--- src/rtl/miriscv_data_bus_ctrl.sv ---
// miriscv_data_bus_ctrl: sequences one core load/store at a time onto either
// the on-chip RAM data port or one of two APB slaves (UART, timer). It runs a
// two-phase APB transfer with a wait-state timeout and returns one registered
// rvalid/rdata response per request.
module miriscv_data_bus_ctrl #(
  parameter int XLEN        = 32,
  parameter int APB_TIMEOUT = 255
) (
  input  logic              clk_i,
  input  logic              arstn_i,
  // Core side
  input  logic              core_req_i,
  input  logic              core_we_i,
  input  logic [XLEN/8-1:0] core_be_i,
  input  logic [XLEN-1:0]   core_addr_i,
  input  logic [XLEN-1:0]   core_wdata_i,
  output logic              core_rvalid_o,
  output logic [XLEN-1:0]   core_rdata_o,
  output logic              bus_err_o,
  // RAM data port
  output logic              ram_req_o,
  output logic              ram_we_o,
  output logic [XLEN/8-1:0] ram_be_o,
  output logic [XLEN-1:0]   ram_addr_o,
  output logic [XLEN-1:0]   ram_wdata_o,
  input  logic [XLEN-1:0]   ram_rdata_i,
  // Shared APB master
  output logic              uart_psel_o,
  output logic              timer_psel_o,
  output logic              penable_o,
  output logic              pwrite_o,
  output logic [XLEN-1:0]   paddr_o,
  output logic [XLEN-1:0]   pwdata_o,
  output logic [XLEN/8-1:0] pstrb_o,
  input  logic [XLEN-1:0]   uart_prdata_i,
  input  logic              uart_pready_i,
  input  logic [XLEN-1:0]   timer_prdata_i,
  input  logic              timer_pready_i
);

  typedef enum logic [2:0] {
    S_IDLE,
    S_RAM_REQ,
    S_RAM_WAIT,
    S_APB_SETUP,
    S_APB_ACCESS,
    S_RESP
  } state_e;

  typedef enum logic [1:0] {
    TGT_RAM,
    TGT_UART,
    TGT_TIMER
  } target_e;

  // Last wait-state count before the transfer is abandoned.
  localparam logic [15:0]     CNT_LAST = 16'(APB_TIMEOUT - 1);
  localparam logic [XLEN-1:0] ERR_DATA = XLEN'(32'hDEAD_BEEF);

  state_e              state_q;
  target_e             tgt_q;
  target_e             req_tgt;
  logic [XLEN-1:0]     addr_q;
  logic                we_q;
  logic [XLEN/8-1:0]   be_q;
  logic [XLEN-1:0]     wdata_q;
  logic [15:0]         cnt_q;
  logic                err_q;
  logic [XLEN-1:0]     resp_q;
  logic                rvalid_q;
  logic                ram_req_q;
  logic                uart_psel_q;
  logic                timer_psel_q;
  logic                penable_q;
  logic                sel_pready;
  logic [XLEN-1:0]     sel_prdata;

  // Address decode of the incoming request, used only when IDLE latches it.
  always_comb begin
    // NOTE: default first so every path assigns req_tgt and no latch is inferred.
    req_tgt = TGT_RAM;
    if (core_addr_i[XLEN-1]) begin
      req_tgt = core_addr_i[12] ? TGT_TIMER : TGT_UART;
    end
  end

  // Ready/data of the slave chosen by the latched target.
  assign sel_pready = (tgt_q == TGT_TIMER) ? timer_pready_i : uart_pready_i;
  assign sel_prdata = (tgt_q == TGT_TIMER) ? timer_prdata_i : uart_prdata_i;

  // Transfer FSM with registered strobes, request latch and response register.
  always_ff @(posedge clk_i or negedge arstn_i) begin
    // NOTE: the request and response data registers are reset as well, so that
    // every downstream output reads 0 straight out of reset.
    if (!arstn_i) begin
      state_q      <= S_IDLE;
      tgt_q        <= TGT_RAM;
      addr_q       <= '0;
      we_q         <= 1'b0;
      be_q         <= '0;
      wdata_q      <= '0;
      cnt_q        <= '0;
      err_q        <= 1'b0;
      resp_q       <= '0;
      rvalid_q     <= 1'b0;
      ram_req_q    <= 1'b0;
      uart_psel_q  <= 1'b0;
      timer_psel_q <= 1'b0;
      penable_q    <= 1'b0;
    end else begin
      // NOTE: non-blocking assignments so every register updates from the
      // values present before this edge, independent of statement order.
      case (state_q)
        S_IDLE: begin
          if (core_req_i) begin
            tgt_q   <= req_tgt;
            addr_q  <= core_addr_i;
            we_q    <= core_we_i;
            be_q    <= core_be_i;
            wdata_q <= core_wdata_i;
            if (req_tgt == TGT_RAM) begin
              ram_req_q <= 1'b1;
              state_q   <= S_RAM_REQ;
            end else begin
              uart_psel_q  <= (req_tgt == TGT_UART);
              timer_psel_q <= (req_tgt == TGT_TIMER);
              state_q      <= S_APB_SETUP;
            end
          end
        end
        S_RAM_REQ: begin
          ram_req_q <= 1'b0;
          state_q   <= S_RAM_WAIT;
        end
        S_RAM_WAIT: begin
          resp_q   <= we_q ? '0 : ram_rdata_i;
          rvalid_q <= 1'b1;
          state_q  <= S_RESP;
        end
        S_APB_SETUP: begin
          cnt_q     <= '0;
          penable_q <= 1'b1;
          state_q   <= S_APB_ACCESS;
        end
        S_APB_ACCESS: begin
          if (sel_pready || cnt_q == CNT_LAST) begin
            // Either completion or timeout closes the APB transfer.
            resp_q       <= sel_pready ? (we_q ? '0 : sel_prdata) : ERR_DATA;
            err_q        <= !sel_pready;
            uart_psel_q  <= 1'b0;
            timer_psel_q <= 1'b0;
            penable_q    <= 1'b0;
            rvalid_q     <= 1'b1;
            state_q      <= S_RESP;
          end else begin
            cnt_q <= cnt_q + 16'd1;
          end
        end
        S_RESP: begin
          rvalid_q <= 1'b0;
          err_q    <= 1'b0;
          state_q  <= S_IDLE;
        end
        default: state_q <= S_IDLE;
      endcase
    end
  end

  assign core_rvalid_o = rvalid_q;
  assign core_rdata_o  = resp_q;
  assign bus_err_o     = err_q;

  assign ram_req_o     = ram_req_q;
  assign ram_we_o      = we_q;
  assign ram_be_o      = be_q;
  assign ram_addr_o    = addr_q;
  assign ram_wdata_o   = wdata_q;

  assign uart_psel_o   = uart_psel_q;
  assign timer_psel_o  = timer_psel_q;
  assign penable_o     = penable_q;
  assign pwrite_o      = we_q;
  assign paddr_o       = addr_q;
  assign pwdata_o      = wdata_q;
  assign pstrb_o       = be_q;

endmodule

--- config.mk ---
export PLATFORM = sky130hd
export DESIGN_NAME = miriscv_data_bus_ctrl
export DESIGN_NICKNAME = d
export VERILOG_FILES = /design/src/rtl/miriscv_data_bus_ctrl.sv
export SDC_FILE = /design/constraint.sdc
export NUM_CORES = 1
export LEC_CHECK = 0
export BUFFER_PORTS_ARGS = -buffer_cell sky130_fd_sc_hd__buf_4
export CAP_MARGIN = 20
export CORE_MARGIN = 5
export CORE_UTILIZATION = 42
export DETAILED_ROUTE_END_ITERATION = 6
export PLACE_DENSITY_LB_ADDON = 0.2
export SLEW_MARGIN = 15
export SYNTH_ARGS = -nofsm -noshare
export SYNTH_HDL_FRONTEND = slang
export SYNTH_SLANG_ARGS = --single-unit
export TNS_END_PERCENT = 10
--- constraint.sdc ---
create_clock -name clk_i -period 1.8 [get_ports clk_i]
set_input_delay 0.18 -clock clk_i [delete_from_list [all_inputs] [get_ports clk_i]]
set_output_delay 0.18 -clock clk_i [all_outputs]
set_load 0.01 [all_outputs]
# Yosys cells after proc, flatten, opt, wreduce, memory -nomap -nowiden
# Cells that the tools add are included.
# totals
out_inout_bits,176
in_bits,170
reg_bits,128
word_cells,78
# op_classes
eq_ne,14
n_addsub,1
reduce_logical,19
mux,30
# op_table
operator,n
$mux W32,5
$pmux W32 S2,1
$pmux W16 S2,1
$add A16 B1 Y16 const B,1
$eq A16 B8 Y1 const B,1
$mux W16,1
$pmux W3 S5,1
$reduce_and A2 Y1,7
$mux W1,10
$ne A2 B2 Y1 const B,5
$pmux W1 S2,5
$reduce_bool A2 Y1,5
$eq A3 B2 Y1 const B,2
$eq A3 B3 Y1 const B,2
$mux W2,3
$mux W3,2
$eq A2 B2 Y1 const B,2
$reduce_and A4 Y1,1
$eq A3 B1 Y1 const B,1
$logic_not A3 Y1,1
$pmux W1 S3,1
$reduce_and A3 Y1,1
$reduce_bool A3 Y1,1
$eq A2 B1 Y1 const B,1
3 further kinds,3

# Longest topological paths before layout
# Gate-level depths: netlist (run 1).
# depth
word_depth,6
depth_mapped,7
ltp_nobuf,6

# Worst setup path before layout (run 1)
# OpenSTA, ideal clock, no wires.
# synth_timing
path_kind,reg-to-reg
start,reg cnt_q[0]
end,"reg resp_q[10], in the netlist core_rdata_o[10]"
path_buffers,1
path_stages_with_launch,8
required_time_ps,1675
arrival_ps,1794
period_less_slack_ps,1919
setup_time_ps,125
path_slack_ps,-119
cell_sequence,dfrtp_1 inv_1 ha_1 nor4b_4 nand4_2 a31oi_4 buf_12 mux2_4
# synth_between
elab_chain_cells,4
# synth_lines
element,line_no,source
start: declaration,67,logic [15:0] cnt_q;
start signal: assignment,156,cnt_q <= cnt_q + 16'd1;
$eq A16 B8 Y1,146,if (sel_pready || cnt_q == CNT_LAST) begin
$logic_or A1 B1 Y1,146,
$ne A2 B2 Y1 (no line),n/a,
$reduce_and A2 Y1 (no line),n/a,
end signal: assignment,136,resp_q <= we_q ? '0 : ram_rdata_i;
end signal: assignment,148,resp_q <= sel_pready ? (we_q ? '0 : sel_prdata) : ERR_DATA;
end: declaration,69,logic [XLEN-1:0] resp_q;
# No other way between the ends.
# A chain may end at the register's enable or synchronous reset.

# Worst setup path after layout (run 1)
# layout_timing
start,reg cnt_q[0]
end,"reg resp_q[22], in the netlist core_rdata_o[22]"
# Same word-level chain as after synthesis.

==> run_results.csv, run 1 <==
group,metric,value,unit
outcome,result_of_the_run,"finished with violations",
outcome,failed_checks,"setup timing",
cts,cts_tree,"built",
setup_path,type_of_destination_of_the_critical_path,"flip-flop",
logic_synthesis,yosys-top-cells-count,"sky130_fd_sc_hd__dfrtp_1, sky130_fd_sc_hd__buf_4, sky130_fd_sc_hd__mux2_2",
floorplanning,initial_utilization,42.7,%
route,detailedRoute.firstIterationViolations,311,
power_and_ir_drop,power_density,1720,nW/um^2
worst_hold_path,timing.hold.worst.class,"in2reg",
timing,setup_viol,32,
global_routing,grt_antenna_before_repair,0,
global_routing,grt_first_pass_wirelength,36500,microns
timing,clock_skew,0.00912,ns
timing,max_slew.worst_pin.slew,0.459,ns
route,post_drt_via_cell_ratio,5.10,
logic_synthesis,post_synth_num_cell_types,58,
cts,h_tree_levels,4,
route,route.antenna.remaining_nets,0,
logic_synthesis,yosysWarningCount,0,
cts,cts.clk_slew.worst_paths,0.06,ns
floorplanning,die_wd,140,microns
logic_synthesis,synth_cells,587,
logic_synthesis,async_flop_share,100,%
route,total_number_of_vias,6078,
cts,numClockSinks,128,
cts,cts.path.max_buffers,2,
setup_path,cp-start-kind,"flip-flop",
logic_synthesis,synth_area_per_cell,12.0,sq um
route,drc,0,
route,total_wire_length,23700,microns
floorplanning,die_y,140,microns
global_routing,grt_pass1_vias,6601,
placed_design,gp_routability_congestion,0.893,
logic_synthesis,ys_dominant_reg_cell,"sky130_fd_sc_hd__dfrtp_1",
power_and_ir_drop,vdd.ir_drop.worst,1.29,mV
timing,fmax,518,MHz
logic_synthesis,yosysSeqAreaShare,45.4,%
timing,post_layout_min_period,1.93,ns
cts,clock-root-buffer,"sky130_fd_sc_hd__clkbuf_16",
logic_synthesis,synthesized_area,7050,sq um
final_layout,fillers,1240,
final_layout,syn2layout_area_growth,55.1,%
setup_path,cp_max_fo,8,
timing,finalHoldViolCount,0,
logic_synthesis,synthesis_stage_register_bit_count,128,
global_routing,grt.overflow.total,0,
route,detailedRoute.firstPassIterationCount,5,
timing,final_min_period_over_clock_period,107,%
logic_synthesis,synthesis.nets,759,
global_routing,grt_max_degree,57,
final_layout,post_route_cells_drive_above_1_share,59.3,%
placed_design,dpl.hpwl,17700,microns
placed_design,buffers_added_on_ports,345,
cts,tritoncts.num_buffers,17,
logic_synthesis,synth_top_area_share,45.4,%
logic_synthesis,number_of_enable_flip_flop_cells_after_synthesis,0,
floorplanning,num_rows,47,
floorplanning,core_footprint,16500,sq um
route,routed_wire_length_per_instance,19.9,microns
final_layout,num-nets-final,1129,
setup_path,cp_data_required_time,2.09,ns
final_layout,stdcell_count,1191,
global_routing,total_grt_usage,23.4,%
timing,drv_slew,0,
floorplanning,io_pins,346,
run,cap_violations,0,
logic_synthesis,synth_area_leader_cell,"sky130_fd_sc_hd__dfrtp_1",
timing,rsz0062_at_grt,"yes",
timing,slew_headroom,68.6,%
cts,worst_skew_pair.late_latency,0.41,ns
final_layout,postLayoutCoreUtil,66.2,%
logic_synthesis,ys_top_cells_by_area,"sky130_fd_sc_hd__dfrtp_1, sky130_fd_sc_hd__mux2_2, sky130_fd_sc_hd__buf_4, sky130_fd_sc_hd__mux2_4, sky130_fd_sc_hd__a211oi_2",
placed_design,dp.cells,1098,
timing,post_layout_worst_setup_margin,-0.132,ns
setup_path,worstPathArrival,2.23,ns
setup_path,type_of_the_worst_setup_path,"reg2reg",
floorplanning,dieArea,19500,sq um
logic_synthesis,synth.most_common_cell,"sky130_fd_sc_hd__dfrtp_1",
power_and_ir_drop,p_leak,5.24,nW
==> area by class of cell <==
cell class                      instances  area, sq um  area share (%)
Timing Repair Buffer                  461         3720            34.0
Sequential cell                       128         3200            29.3
Multi-Input combinational cell        338         3050            27.9
Clock buffer                           18          429            3.92
Tap cell                              220          275            2.52
Clock inverter                         14          213            1.95
Inverter                               11         41.3           0.378
Antenna cell                            1         2.50          0.0229
==> stage by stage <==
step | instance area, sq um | hold slack [ns] | power, W | worst slack, ns | setup TNS, ns
floorplan | 7050 | -0.116 | 0.0111 | -0.0797 | -2.39
global placement | 9640 | 0.0779 | 0.0147 | -0.0490 | -0.955
detailed placement | 9640 | 0.0854 | 0.0149 | -0.144 | -3.56
CTS | 10900 | 0.00133 | 0.0189 | -0.143 | -3.89
global route | 10900 | 0.00313 | 0.0198 | -0.220 | -6.93
finish | 10900 | 0.0163 | 0.0188 | -0.132 | -3.57
==> routing by layer <==
| metal | up-vias | global-route usage (%) | routed length [microns] |
|---|---|---|---|
| met2 | 235 | 41.8 | 12700 |
| li1 | 2816 | - | - |
| met3 | 33 | 6.45 | 1460 |
| met5 | - | 0 | 0 |
| met4 | 0 | 6.22 | 446 |
| met1 | 2994 | 27.8 | 9120 |
==> power breakdown <==
part	internal, W	switching [W]	total, W
registers	0.00416	0.00114	0.00531
clock network	0.00246	0.00127	0.00373
logic	0.00538	0.00442	0.00980
total	0.0120	0.00684	0.0188
==> flip-flops by register name (all words and copies together), names as in the netlist <==
name	cells
bus_err_o	1
uart_psel_o	1
timer_psel_o	1
tgt_q	2
ram_req_o	1
core_rdata_o	32
paddr_o	32
core_rvalid_o	1
state_q	3
pwrite_o	1
penable_o	1
cnt_q	16
pwdata_o	32
pstrb_o	4
==> logic make-up (layout without fill, tap and decap cells) <==
group / Yosys count / after routing / share of synthesized area (%)
flip-flops: 128 / 128 / 45.4
buffers and inverters: 121 / 504 / 11.9
AO/OA/AOI/OAI: 114 / 114 / 13.5
multiplexers: 111 / 111 / 19.1
AND/OR/NAND/NOR: 111 / 111 / 9.72
adder cells (fa/ha/maj): 2 / 2 / 0.355
other: 0 / 1 / 0
==> what timing repair did <==
item                                    4_1_cts  5_1_grt
hold endpoints to repair                     99        2
gates resized for setup                       5        8
pin swaps                                     0        1
buffers inserted                              0        0
endpoints found under the setup margin       48       96
hold buffers                                 58        2
==> cells in the final DEF, fill, tap and decap left out, drive strengths merged, types with 4 or more instances in the layout <==
master	n
nand2b	4
clkbuf	18
mux2i	11
clkinv	6
a21oi	9
and3b	24
buf	401
dfrtp	128
mux2	100
inv	13
bufinv	5
o31ai	25
a211oi	25
o21ai	12
nor2	40
dlygate4sd3	60
a31oi	16
a2111oi	8
nor3	5
nand2	11
==> path summary, 6_finish.rpt <==
path,from,end,slack (ns),cells after the start
worst max-delay path,cnt_q[0]$_DFFE_PN0P_,core_rdata_o[22]$_DFFE_PN0P_,-0.13,7
worst min-delay path,core_addr_i[18],paddr_o[18]$_DFFE_PN0P_,0.02,2
worst max register to register,cnt_q[0]$_DFFE_PN0P_,core_rdata_o[22]$_DFFE_PN0P_,-0.13,7
worst min register to register,core_rdata_o[19]$_DFFE_PN0P_,core_rdata_o[19]$_DFFE_PN0P_,0.51,1
max in group asynchronous,arstn_i,core_rdata_o[2]$_DFFE_PN0P_,1.00,3
min in group asynchronous,arstn_i,cnt_q[15]$_DFFE_PN0P_,0.20,2
==> worst max-delay path, stage by stage (launching register included) <==
cell	delay, ns
sky130_fd_sc_hd__dfrtp_1	0.38
sky130_fd_sc_hd__inv_1	0.06
sky130_fd_sc_hd__ha_1	0.16
sky130_fd_sc_hd__nor4b_4	0.23
sky130_fd_sc_hd__nand4_2	0.16
sky130_fd_sc_hd__a31oi_4	0.26
sky130_fd_sc_hd__buf_4	0.25
sky130_fd_sc_hd__mux2_4	0.32
No activity file was read; power rests on OpenSTA's default activity.
==> run 2: changes to the inputs <==
--- a/config.mk
+++ b/config.mk
@@ -10,6 +10,7 @@
 export CORE_MARGIN = 5
 export CORE_UTILIZATION = 42
 export DETAILED_ROUTE_END_ITERATION = 6
+export GPL_ROUTABILITY_DRIVEN = 0
 export PLACE_DENSITY_LB_ADDON = 0.2
 export SLEW_MARGIN = 15
 export SYNTH_ARGS = -nofsm -noshare
==> constraint.sdc (replaced) <==
create_clock -name clk_i -period 1.8 [get_ports clk_i]
set_input_delay 0.36 -clock clk_i [delete_from_list [all_inputs] [get_ports clk_i]]
set_output_delay 0.36 -clock clk_i [all_outputs]
set_load 0.01 [all_outputs]
==> run_results.csv, run 2 (synthesis results as in run 1) <==
group,metric,value,unit
setup_path,critical_path.endpoint,"core_rdata_o[23]$_DFFE_PN0P_",
setup_path,crit_path_top_delay_cell,"sky130_fd_sc_hd__dfrtp_1",
cts,cts.clk_slew.worst_paths,0.05,ns
placed_design,dpl.hpwl,17400,microns
floorplanning,initial_utilization,42.7,%
power_and_ir_drop,power_density,1800,nW/um^2
route,total_wire_length,22400,microns
setup_path,worstPathArrival,2.17,ns
cts,h_tree_levels,4,
timing,finalHoldViolCount,0,
placed_design,buffers_added_on_ports,345,
cts,cts.path.max_buffers,2,
setup_path,ff2ff_path_depth,7,
worst_hold_path,timing.hold.worst.class,"in2reg",
timing,final_min_period_over_clock_period,105,%
final_layout,postLayoutCoreUtil,62.9,%
floorplanning,die_y,140,microns
placed_design,dp_area,9630,sq um
final_layout,most_frequent_cells_in_the_layout,"sky130_fd_sc_hd__buf_4, sky130_fd_sc_hd__dfrtp_1, sky130_fd_sc_hd__mux2_2",
setup_path,r2r_end,"core_rdata_o[23]$_DFFE_PN0P_",
power_and_ir_drop,p_leak,5.01,nW
timing,max_slew.worst_pin.slew,0.474,ns
setup_path,cp_max_fo,22,
route,detailedRoute.firstIterationViolations,217,
outcome,failed_checks,"setup timing",
final_layout,num-nets-final,1071,
setup_path,critPathTopFamily,"flip-flops",
global_routing,grt_pass1_vias,6247,
cts,cts_tree,"built",
timing,setup_viol,74,
final_layout,syn2layout_area_growth,47.3,%
timing,post_layout_worst_setup_margin,-0.0882,ns
timing,clock_skew,0.00836,ns
global_routing,grt.overflow.total,0,
route,routed_wire_length_per_instance,19.8,microns
power_and_ir_drop,vdd.ir_drop.worst,1.10,mV
final_layout,final_instance_area,10400,sq um
final_layout,most_common_library_cell_in_the_layout_ignoring_fill_and_taps,"sky130_fd_sc_hd__buf_4",
cts,worst_skew_pair.late_latency,0.41,ns
route,drc,0,
route,route.antenna.remaining_nets,0,
global_routing,grt_antenna_before_repair,0,
global_routing,grt_max_degree,56,
setup_path,crit_cells,7,
worst_hold_path,timing.hold.worst.start,"core_addr_i[12]",
setup_path,type_of_the_worst_setup_path,"reg2reg",
setup_path,slack_of_the_worst_reg_to_reg_path,-0.09,ns
setup_path,regToRegStartpoint,"cnt_q[0]$_DFFE_PN0P_",
cts,clock-root-buffer,"sky130_fd_sc_hd__clkbuf_16",
timing,drv_slew,0,
final_layout,antenna_cells,0,
floorplanning,core_footprint,16500,sq um
floorplanning,num_rows,47,
run,cap_violations,0,
cts,tritoncts.num_buffers,17,
global_routing,grt_first_pass_wirelength,34600,microns
floorplanning,die_wd,140,microns
timing,worst_hold_check_slack,0.168,ns
outcome,result_of_the_run,"finished with violations",
setup_path,worstSetupStartpoint,"cnt_q[0]$_DFFE_PN0P_",
route,detailedRoute.firstPassIterationCount,4,
floorplanning,io_pins,346,
timing,fmax,530,MHz
setup_path,crit_chain,"inv_1 > ha_1 > nor4b_4 > nand4_2 > a31oi_4 > buf_12 > mux2_4",
setup_path,cp_data_required_time,2.08,ns
setup_path,cpPeakStageDelay,0.38,ns
global_routing,total_grt_usage,22.1,%
route,post_drt_via_cell_ratio,5.14,
floorplanning,dieArea,19500,sq um
timing,rsz0062_at_grt,"yes",
setup_path,crit_buf_inv,2,
timing,slew_headroom,67.6,%
timing,post_layout_min_period,1.89,ns
setup_path,type_of_destination_of_the_critical_path,"flip-flop",
setup_path,cp-start-kind,"flip-flop",
route,total_number_of_vias,5817,
final_layout,post_route_cells_drive_above_1_share,63.3,%
cts,numClockSinks,128,
==> run 2: cell types whose count changed in the layout (fill, tap and decap cells not counted), moves of 2 or more <==
cell	previous run	this run
sky130_fd_sc_hd__dlygate4sd3_1	60	1
sky130_fd_sc_hd__clkbuf_8	0	3
sky130_fd_sc_hd__clkinv_2	4	1
sky130_fd_sc_hd__inv_6	2	4
==> run 2: layer usage <==
layer	track usage [%]	routed length (microns)	part of all wire, %
met5	0	0	0
met4	6.37	538	2.4
met1	26.8	8740	39
met3	6.11	1470	6.6
met2	38.8	11600	52
==> run 2: power breakdown <==
part | internal [W] | total, W | switching (W)
clock | 0.00244 | 0.00373 | 0.00129
combinational | 0.00534 | 0.00970 | 0.00436
sequential | 0.00416 | 0.00524 | 0.00108
==> run 2: stage by stage <==
| step | setup TNS (ns) | total power, W | worst slack, ns | instances |
|---|---|---|---|---|
| after global routing | -10.42 | 0.0197 | -0.176 | 1131 |
| after CTS | -4.14 | 0.0188 | -0.0944 | 1131 |
| after floorplan | -2.39 | 0.0111 | -0.0797 | 587 |
| final | -3.35 | 0.0187 | -0.0882 | 1131 |
| after detailed placement | -3.20 | 0.0149 | -0.116 | 1094 |
| after global placement | -2.37 | 0.0147 | -0.0960 | 1094 |
==> run 2: worst min-delay path by stage <==
stage	to	depth (start not counted)	slack [ns]
6_report	tgt_q[0]$_DFFE_PN0P_	2	0.17
5_1_grt	tgt_q[0]$_DFFE_PN0P_	2	0.15
4_1_cts	tgt_q[0]$_DFFE_PN0P_	2	0.15
3_5_place_dp	state_q[0]$_DFFE_PN0P_	1	0.32
3_3_place_gp	state_q[2]$_DFFE_PN0P_	1	0.32
2_1_floorplan	bus_err_o$_DFFE_PN0P_	0	0.06
==> run 2: cell type report <==
class | instances | area (sq um)
flip-flops and latches | 128 | 3200
clock buffers | 20 | 467
inverters | 11 | 41.3
fillers | 1312 | 6140
multi-input cells | 338 | 3080
clock inverters | 11 | 176
well taps | 220 | 275
repair buffers | 403 | 3150
==> run 2: timing repair <==
item / in CTS / in global routing
gates cloned: 0 / 0
setup endpoints to repair: 47 / 113
pin swaps: 4 / 1
hold buffers: 1 / 0
gates resized for setup: 10 / 5
buffers inserted: 5 / 0
hold endpoints to repair: 25 / 0
